<file path="src/rtl/matrix_pkg.sv">
// Shared types and helpers for the 8x8 LED matrix scan interface.
// Used by both the matrix controller and the scan decoder.
package matrix_pkg;

  localparam int MATRIX_ROWS = 8;
  localparam int MATRIX_COLS = 8;
  localparam int FRAME_W     = MATRIX_ROWS * MATRIX_COLS;

  typedef logic [MATRIX_ROWS-1:0] row_sel_t;
  typedef logic [MATRIX_COLS-1:0] col_data_t;
  typedef logic [FRAME_W-1:0]     frame_t;

  typedef struct packed {
    logic       valid;
    logic [2:0] idx;
  } onehot_res_t;

  // valid is set only when exactly one select bit is high
  function automatic onehot_res_t onehot_index(input row_sel_t sel);
    onehot_res_t res;
    int unsigned ones;
    res  = '0;
    ones = 0;
    for (int i = 0; i < MATRIX_ROWS; i++) begin
      if (sel[i]) begin
        ones++;
        res.idx = 3'(i);
      end
    end
    res.valid = (ones == 1);
    return res;
  endfunction

endpackage

</file>
<file path="src/rtl/scan_stability_filter.sv">
// Synchronises row/column lines and emits one capture strobe per stable dwell.
// The strobe and the captured row/column are registered.
module scan_stability_filter
  import matrix_pkg::*;
#(
  parameter int STABLE_CYCLES = 4,
  parameter int SYNC_STAGES   = 2
) (
  input  logic      clk,
  input  logic      rst,
  input  row_sel_t  row_i,
  input  col_data_t col_i,
  output logic      capture_o,
  output row_sel_t  cap_row_o,
  output col_data_t cap_col_o
);

  localparam int PW = MATRIX_ROWS + MATRIX_COLS;
  localparam logic [7:0] STABLE_MAX = 8'(STABLE_CYCLES);
  localparam logic [7:0] STABLE_M1  = 8'(STABLE_CYCLES - 1);

  logic [PW-1:0] pins;
  logic [PW-1:0] synced;

  assign pins = {row_i, col_i};

  generate
    if (SYNC_STAGES == 0) begin : g_bypass
      assign synced = pins;
    end else begin : g_sync
      logic [PW-1:0] sync_q [SYNC_STAGES];
      always_ff @(posedge clk or posedge rst) begin
        if (rst) begin
          for (int i = 0; i < SYNC_STAGES; i++) sync_q[i] <= '0;
        end else begin
          sync_q[0] <= pins;
          for (int i = 1; i < SYNC_STAGES; i++) sync_q[i] <= sync_q[i-1];
        end
      end
      assign synced = sync_q[SYNC_STAGES-1];
    end
  endgenerate

  logic [PW-1:0] prev_q;
  logic [7:0]    cnt_q, cnt_d;
  logic          captured_q, captured_d;
  logic          capture_q;
  row_sel_t      cap_row_q;
  col_data_t     cap_col_q;
  logic          changed, fire;

  // The cycle in which the pair changes counts as the first cycle of its dwell
  always_comb begin
    changed    = (synced != prev_q);
    cnt_d      = cnt_q;
    captured_d = changed ? 1'b0 : captured_q;
    if (changed) begin
      cnt_d = '0;
    end else if (cnt_q < STABLE_MAX) begin
      cnt_d = cnt_q + 8'd1;
    end
    fire       = (cnt_d == STABLE_M1) && !captured_d;
    captured_d = captured_d | fire;
  end

  always_ff @(posedge clk or posedge rst) begin
    if (rst) begin
      prev_q     <= '0;
      cnt_q      <= '0;
      captured_q <= 1'b0;
      capture_q  <= 1'b0;
      cap_row_q  <= '0;
      cap_col_q  <= '0;
    end else begin
      prev_q     <= synced;
      cnt_q      <= cnt_d;
      captured_q <= captured_d;
      capture_q  <= fire;
      if (fire) begin
        cap_row_q <= synced[PW-1 -: MATRIX_ROWS];
        cap_col_q <= synced[MATRIX_COLS-1:0];
      end
    end
  end

  assign capture_o = capture_q;
  assign cap_row_o = cap_row_q;
  assign cap_col_o = cap_col_q;

endmodule

</file>
<file path="src/rtl/matrix_scan_decoder.sv">
// Rebuilds 64-bit frames from the LED matrix row/column scan and flags protocol errors.
// Optional error counter (err_count/err_clr) is built when SCAN_ERR_COUNT_EN is defined.
module matrix_scan_decoder
  import matrix_pkg::*;
#(
  parameter int STABLE_CYCLES = 4,
  parameter int SYNC_STAGES   = 2
) (
  input  logic        clk,
  input  logic        rst,
  input  logic [7:0]  row_in,
  input  logic [7:0]  col_in,
  output logic [63:0] frame_out,
  output logic        frame_valid,
  output logic        scan_err,
  output logic [15:0] frame_count,
  output logic [2:0]  cur_row
`ifdef SCAN_ERR_COUNT_EN
  ,
  output logic [7:0]  err_count,
  input  logic        err_clr
`endif
);

  localparam logic [2:0] ROW_LAST = 3'(MATRIX_ROWS - 1);

  logic      capture;
  row_sel_t  cap_row;
  col_data_t cap_col;

  scan_stability_filter #(
    .STABLE_CYCLES(STABLE_CYCLES),
    .SYNC_STAGES  (SYNC_STAGES)
  ) u_filter (
    .clk      (clk),
    .rst      (rst),
    .row_i    (row_in),
    .col_i    (col_in),
    .capture_o(capture),
    .cap_row_o(cap_row),
    .cap_col_o(cap_col)
  );

  frame_t      shadow_q, shadow_d, frame_q, frame_d;
  logic        valid_q, valid_d, err_q, err_d;
  logic [15:0] count_q, count_d;
  logic [2:0]  row_q, row_d;
  onehot_res_t oh;

  always_comb begin
    oh       = onehot_index(cap_row);
    shadow_d = shadow_q;
    frame_d  = frame_q;
    valid_d  = 1'b0;
    err_d    = 1'b0;
    count_d  = count_q;
    row_d    = row_q;
    if (capture && (cap_row != '0)) begin
      if (!oh.valid) begin
        err_d = 1'b1;
        row_d = '0;
      end else if (oh.idx == row_q) begin
        shadow_d[{oh.idx, 3'b000} +: 8] = cap_col;
        if (oh.idx == ROW_LAST) begin
          // Final row goes straight into frame_out so it is never seen half-built
          frame_d = {cap_col, shadow_q[FRAME_W-MATRIX_COLS-1:0]};
          valid_d = 1'b1;
          count_d = count_q + 16'd1;
          row_d   = '0;
        end else begin
          row_d = oh.idx + 3'd1;
        end
      end else if (oh.idx == 3'd0) begin
        shadow_d[7:0] = cap_col;
        row_d         = 3'd1;
        err_d         = (row_q != 3'd0);
      end else begin
        err_d = 1'b1;
        row_d = '0;
      end
    end
  end

  always_ff @(posedge clk or posedge rst) begin
    if (rst) begin
      shadow_q <= '0;
      frame_q  <= '0;
      valid_q  <= 1'b0;
      err_q    <= 1'b0;
      count_q  <= '0;
      row_q    <= '0;
    end else begin
      shadow_q <= shadow_d;
      frame_q  <= frame_d;
      valid_q  <= valid_d;
      err_q    <= err_d;
      count_q  <= count_d;
      row_q    <= row_d;
    end
  end

  assign frame_out   = frame_q;
  assign frame_valid = valid_q;
  assign scan_err    = err_q;
  assign frame_count = count_q;
  assign cur_row     = row_q;

`ifdef SCAN_ERR_COUNT_EN
  logic [7:0] err_cnt_q;

  // Clear wins over a coincident error pulse
  always_ff @(posedge clk or posedge rst) begin
    if (rst) begin
      err_cnt_q <= '0;
    end else if (err_clr) begin
      err_cnt_q <= '0;
    end else if (err_q && (err_cnt_q != 8'hFF)) begin
      err_cnt_q <= err_cnt_q + 8'd1;
    end
  end

  assign err_count = err_cnt_q;
`endif

endmodule

</file>
<file path="config.mk">
export PLATFORM = sky130hd
export DESIGN_NAME = matrix_scan_decoder
export DESIGN_NICKNAME = d
export VERILOG_FILES = /design/src/rtl/matrix_pkg.sv /design/src/rtl/scan_stability_filter.sv /design/src/rtl/matrix_scan_decoder.sv
export SDC_FILE = /design/constraint.sdc
export NUM_CORES = 1
export LEC_CHECK = 0
export CAP_MARGIN = 20
export CORE_ASPECT_RATIO = 1.75
export CORE_MARGIN = 1.5
export CORE_UTILIZATION = 45
export DETAILED_ROUTE_END_ITERATION = 12
export GPL_ROUTABILITY_DRIVEN = 1
export PLACE_DENSITY = 0.66
export RECOVER_POWER = 25
export SYNTH_ARGS = -nofsm -noshare
export SYNTH_HDL_FRONTEND = slang
export SYNTH_SLANG_ARGS = --single-unit
</file>
<file path="constraint.sdc">
create_clock -name clk -period 9.8 [get_ports clk]
set_input_delay 2.94 -clock clk [delete_from_list [all_inputs] [get_ports clk]]
set_output_delay 2.94 -clock clk [all_outputs]
set_load 0.05 [all_outputs]
</file>
==> metrics.yaml <==
timing:
  slew_headroom: -2.24
  max_freq_mhz: 136
  drv_slew: 133
  rsz0062_at_grt: "no"
  worst_slack_ns: 2.42
  skew_ns: 0.0131
  post-route-period-util: 0.753
  tns_ns: 0
  fin_crit_ns: 7.38
  finalHoldViolCount: 0
  worstMarginPinSlew_ns: 4.86
  setup_viol: 0
cells_and_area:
  nets: 777
  area_growth_pct: 21.8
  fill_cells: 1658
  antennaDiodeCount: 0
  drive_above_1_share: 0.232
  utilization: 0.555
  stdcell_area_um2: 10900
worst_hold_path:
  holdPathStages: 0
  hp-class: "flip-flop to flip-flop"
route:
  route.detailed.drc: 0
  routed_wl_um: 18800
  wl_per_cell_um: 18.7
  drt_iter0_markers: 225
  dr.pass1.iters: 6
  num_vias: 5419
  vias_per_cell: 5.40
  drtAntennaViolNets: 0
floorplan:
  fp.dieH_um: 189
  chipWidth_um: 109
  io_pins: 103
  core_um2: 19600
  std_cell_rows: 68
  initial_core_util: 0.456
  dieArea_um2: 20700
clock_tree:
  cts_sinks: 215
  cts_tree: "done"
  root_buffer: "clkbuf_16"
  cts_resized: 0
  clock_latency_ns: 0.49
  cts-hold-fix-buffers: 0
  cts_setup_buffers: 0
  h-tree-depth: 1
  clockBufferDepth: 3
  clkTransAtPathRegs_ns: 0.06
  numCtsBuffers: 20
power_and_ir_drop:
  p_leak_nw: 5.18
  cellPowerDensity_nw_per_um2: 161
  finalPower_mw: 1.75
  irDropWorstVdd_v: 0.000136
logic_synthesis:
  synth_edf_count: 0
  synth_area_leaders: "dfrtp_1 (60%), mux2_2 (16%), xor2_1 (2.3%), ha_1 (2.0%), xnor2_1 (2.0%)"
  netlist.area_leader.share: 0.603
  ys_ff_latch: 215
  synth_area_leader_cell: "dfrtp_1"
  syn_area_per_cell_um2: 13.9
  syn-cell-area_um2: 8920
  ys_warn_count: 0
  ys.flop_type: "dfrtp_1"
  synth_fp_nets: 672
  yosysSeqAreaShare: 0.603
  synthArstFlopShare: 1.00
  synth_most_common_cell: "dfrtp_1"
  synth_cell_types: 57
  netlist_instances: 640
  synthTopCellsByCount: "dfrtp_1 (215), mux2_2 (127), inv_1 (24), nand2_1 (23), xor2_1 (23)"
critical_path:
  crit_cells: 2
  crit_fanout: 132
  crit_path_max_incr_delay_ns: 3.31
  critPathBufInv: 2
  cp.required_ns: 9.25
  r2r_cells: 25
  crit_chain: "clkdlybuf4s50_1, inv_1"
  worst_ep_arrival_time_ns: 6.82
  worstSetupEndpointType: "asynchronous set/reset pin"
  critPathLaunchType: "input port"
  critPathKind: "input port to asynchronous set/reset pin"
  critPathSlowestCell: "inv_1"
  critPathTopFamily: "buffers and inverters"
placement:
  place_ws_ns: 3.00
  dp.final_hpwl_um: 13200
  place_area_um2: 10200
  gp_congestion: 0.808
  io_buffers: 102
global_route:
  grt_start_max_net_pins: 133
  grt-ovfl-total: 0
  grt_antenna_before_repair: 0
  grt_pass1_wl_um: 31000
  grt_usage: 0.193
  first_global_vias: 5901
flow_run:
  cap_violations: 1
status:
  status: "finished with violations"
  failed_checks: "capacitance limit, slew limit"
==> final timing paths <==
path / from / endpoint / slack [ns]
worst max-delay path: rst / frame_count[2] / 2.42
worst min-delay path: u_filter.g_sync.sync_q[20] / u_filter.synced[4] / 0.35
worst max register to register: u_filter.cap_row_o[1] / frame_out[29] / 2.96
worst min register to register: u_filter.g_sync.sync_q[20] / u_filter.synced[4] / 0.35
max in group clk: u_filter.cap_row_o[1] / frame_out[29] / 2.96
min in group asynchronous: rst / u_filter.cnt_q[3] / 4.56
==> sequential cells by signal, summed over array words and instances (netlist names), 3 cells and up <==
signal,cells
u_filter.cnt_q,8
u_filter.cap_col_o,8
u_filter.synced,16
shadow_q,56
u_filter.prev_q,16
u_filter.g_sync.sync_q,16
frame_out,64
frame_count,16
cur_row,3
u_filter.cap_row_o,8
==> layout make-up <==
type / instances / area [um2] / area share
tap: 245 / 307 / 0.0282
timing repair buffer: 106 / 1070 / 0.0982
clock inverter: 6 / 111 / 0.0102
multi-input combinational: 376 / 3310 / 0.305
sequential: 215 / 5380 / 0.495
clock buffer: 30 / 589 / 0.0542
inverter: 26 / 97.6 / 0.00898
==> routing by layer <==
| layer | up-vias | track usage | wire, um |
|---|---|---|---|
| met5 | - | 0 | 0 |
| met4 | 0 | 0.0664 | 510 |
| met3 | 34 | 0.0306 | 692 |
| met2 | 106 | 0.342 | 10200 |
| met1 | 2814 | 0.234 | 7360 |
| li1 | 2465 | - | - |
==> cells in the final DEF, fill, tap and decap left out, types with 7 or more instances in the layout <==
cell type        synthesis  final
mux2_2                 127    127
xor2_1                  23     23
clkbuf_1                 7      7
nand4_1                 15     15
nand2_1                 23     23
xnor2_1                 20     20
clkbuf_16                0     21
ha_1                    14     14
clkdlybuf4s50_1          0     86
and3_1                  21     21
nor2_1                   9      9
nor3_1                  10     10
dfrtp_1                215    215
mux2i_1                 12     12
o21ai_0                  7      7
nand3_1                 15     15
and2_1                  12      8
inv_1                   24     24
dlygate4sd3_1            0     16
==> stage by stage <==
stage / hold slack, ns / cells
6_report: 0.350 / 1004
2_1_floorplan: 0.331 / 640
4_1_cts: 0.352 / 1003
3_5_place_dp: 0.337 / 967
5_1_grt: 0.357 / 1004
3_3_place_gp: 0.335 / 967
==> cell families after synthesis <==
logic type                 after synthesis  share of synthesized area
xor gates and xnor gates                46                     0.0499
adders and majority gates               14                     0.0196
and+or+nand+nor                        145                     0.0982
buffers and inverters                   49                     0.0253
DFF                                    215                      0.603
AOI/OAI and AO/OA                       32                     0.0300
muxes                                  139                      0.174
==> where the power goes <==
group | switching (mW) | total, mW | leakage, nW | internal [mW]
Clock | 0.322 | 0.819 | 0.344 | 0.497
Combinational | 0.0199 | 0.0289 | 1.94 | 0.00905
Sequential | 0.00595 | 0.904 | 2.89 | 0.898
(Power assumes the default switching activity.)
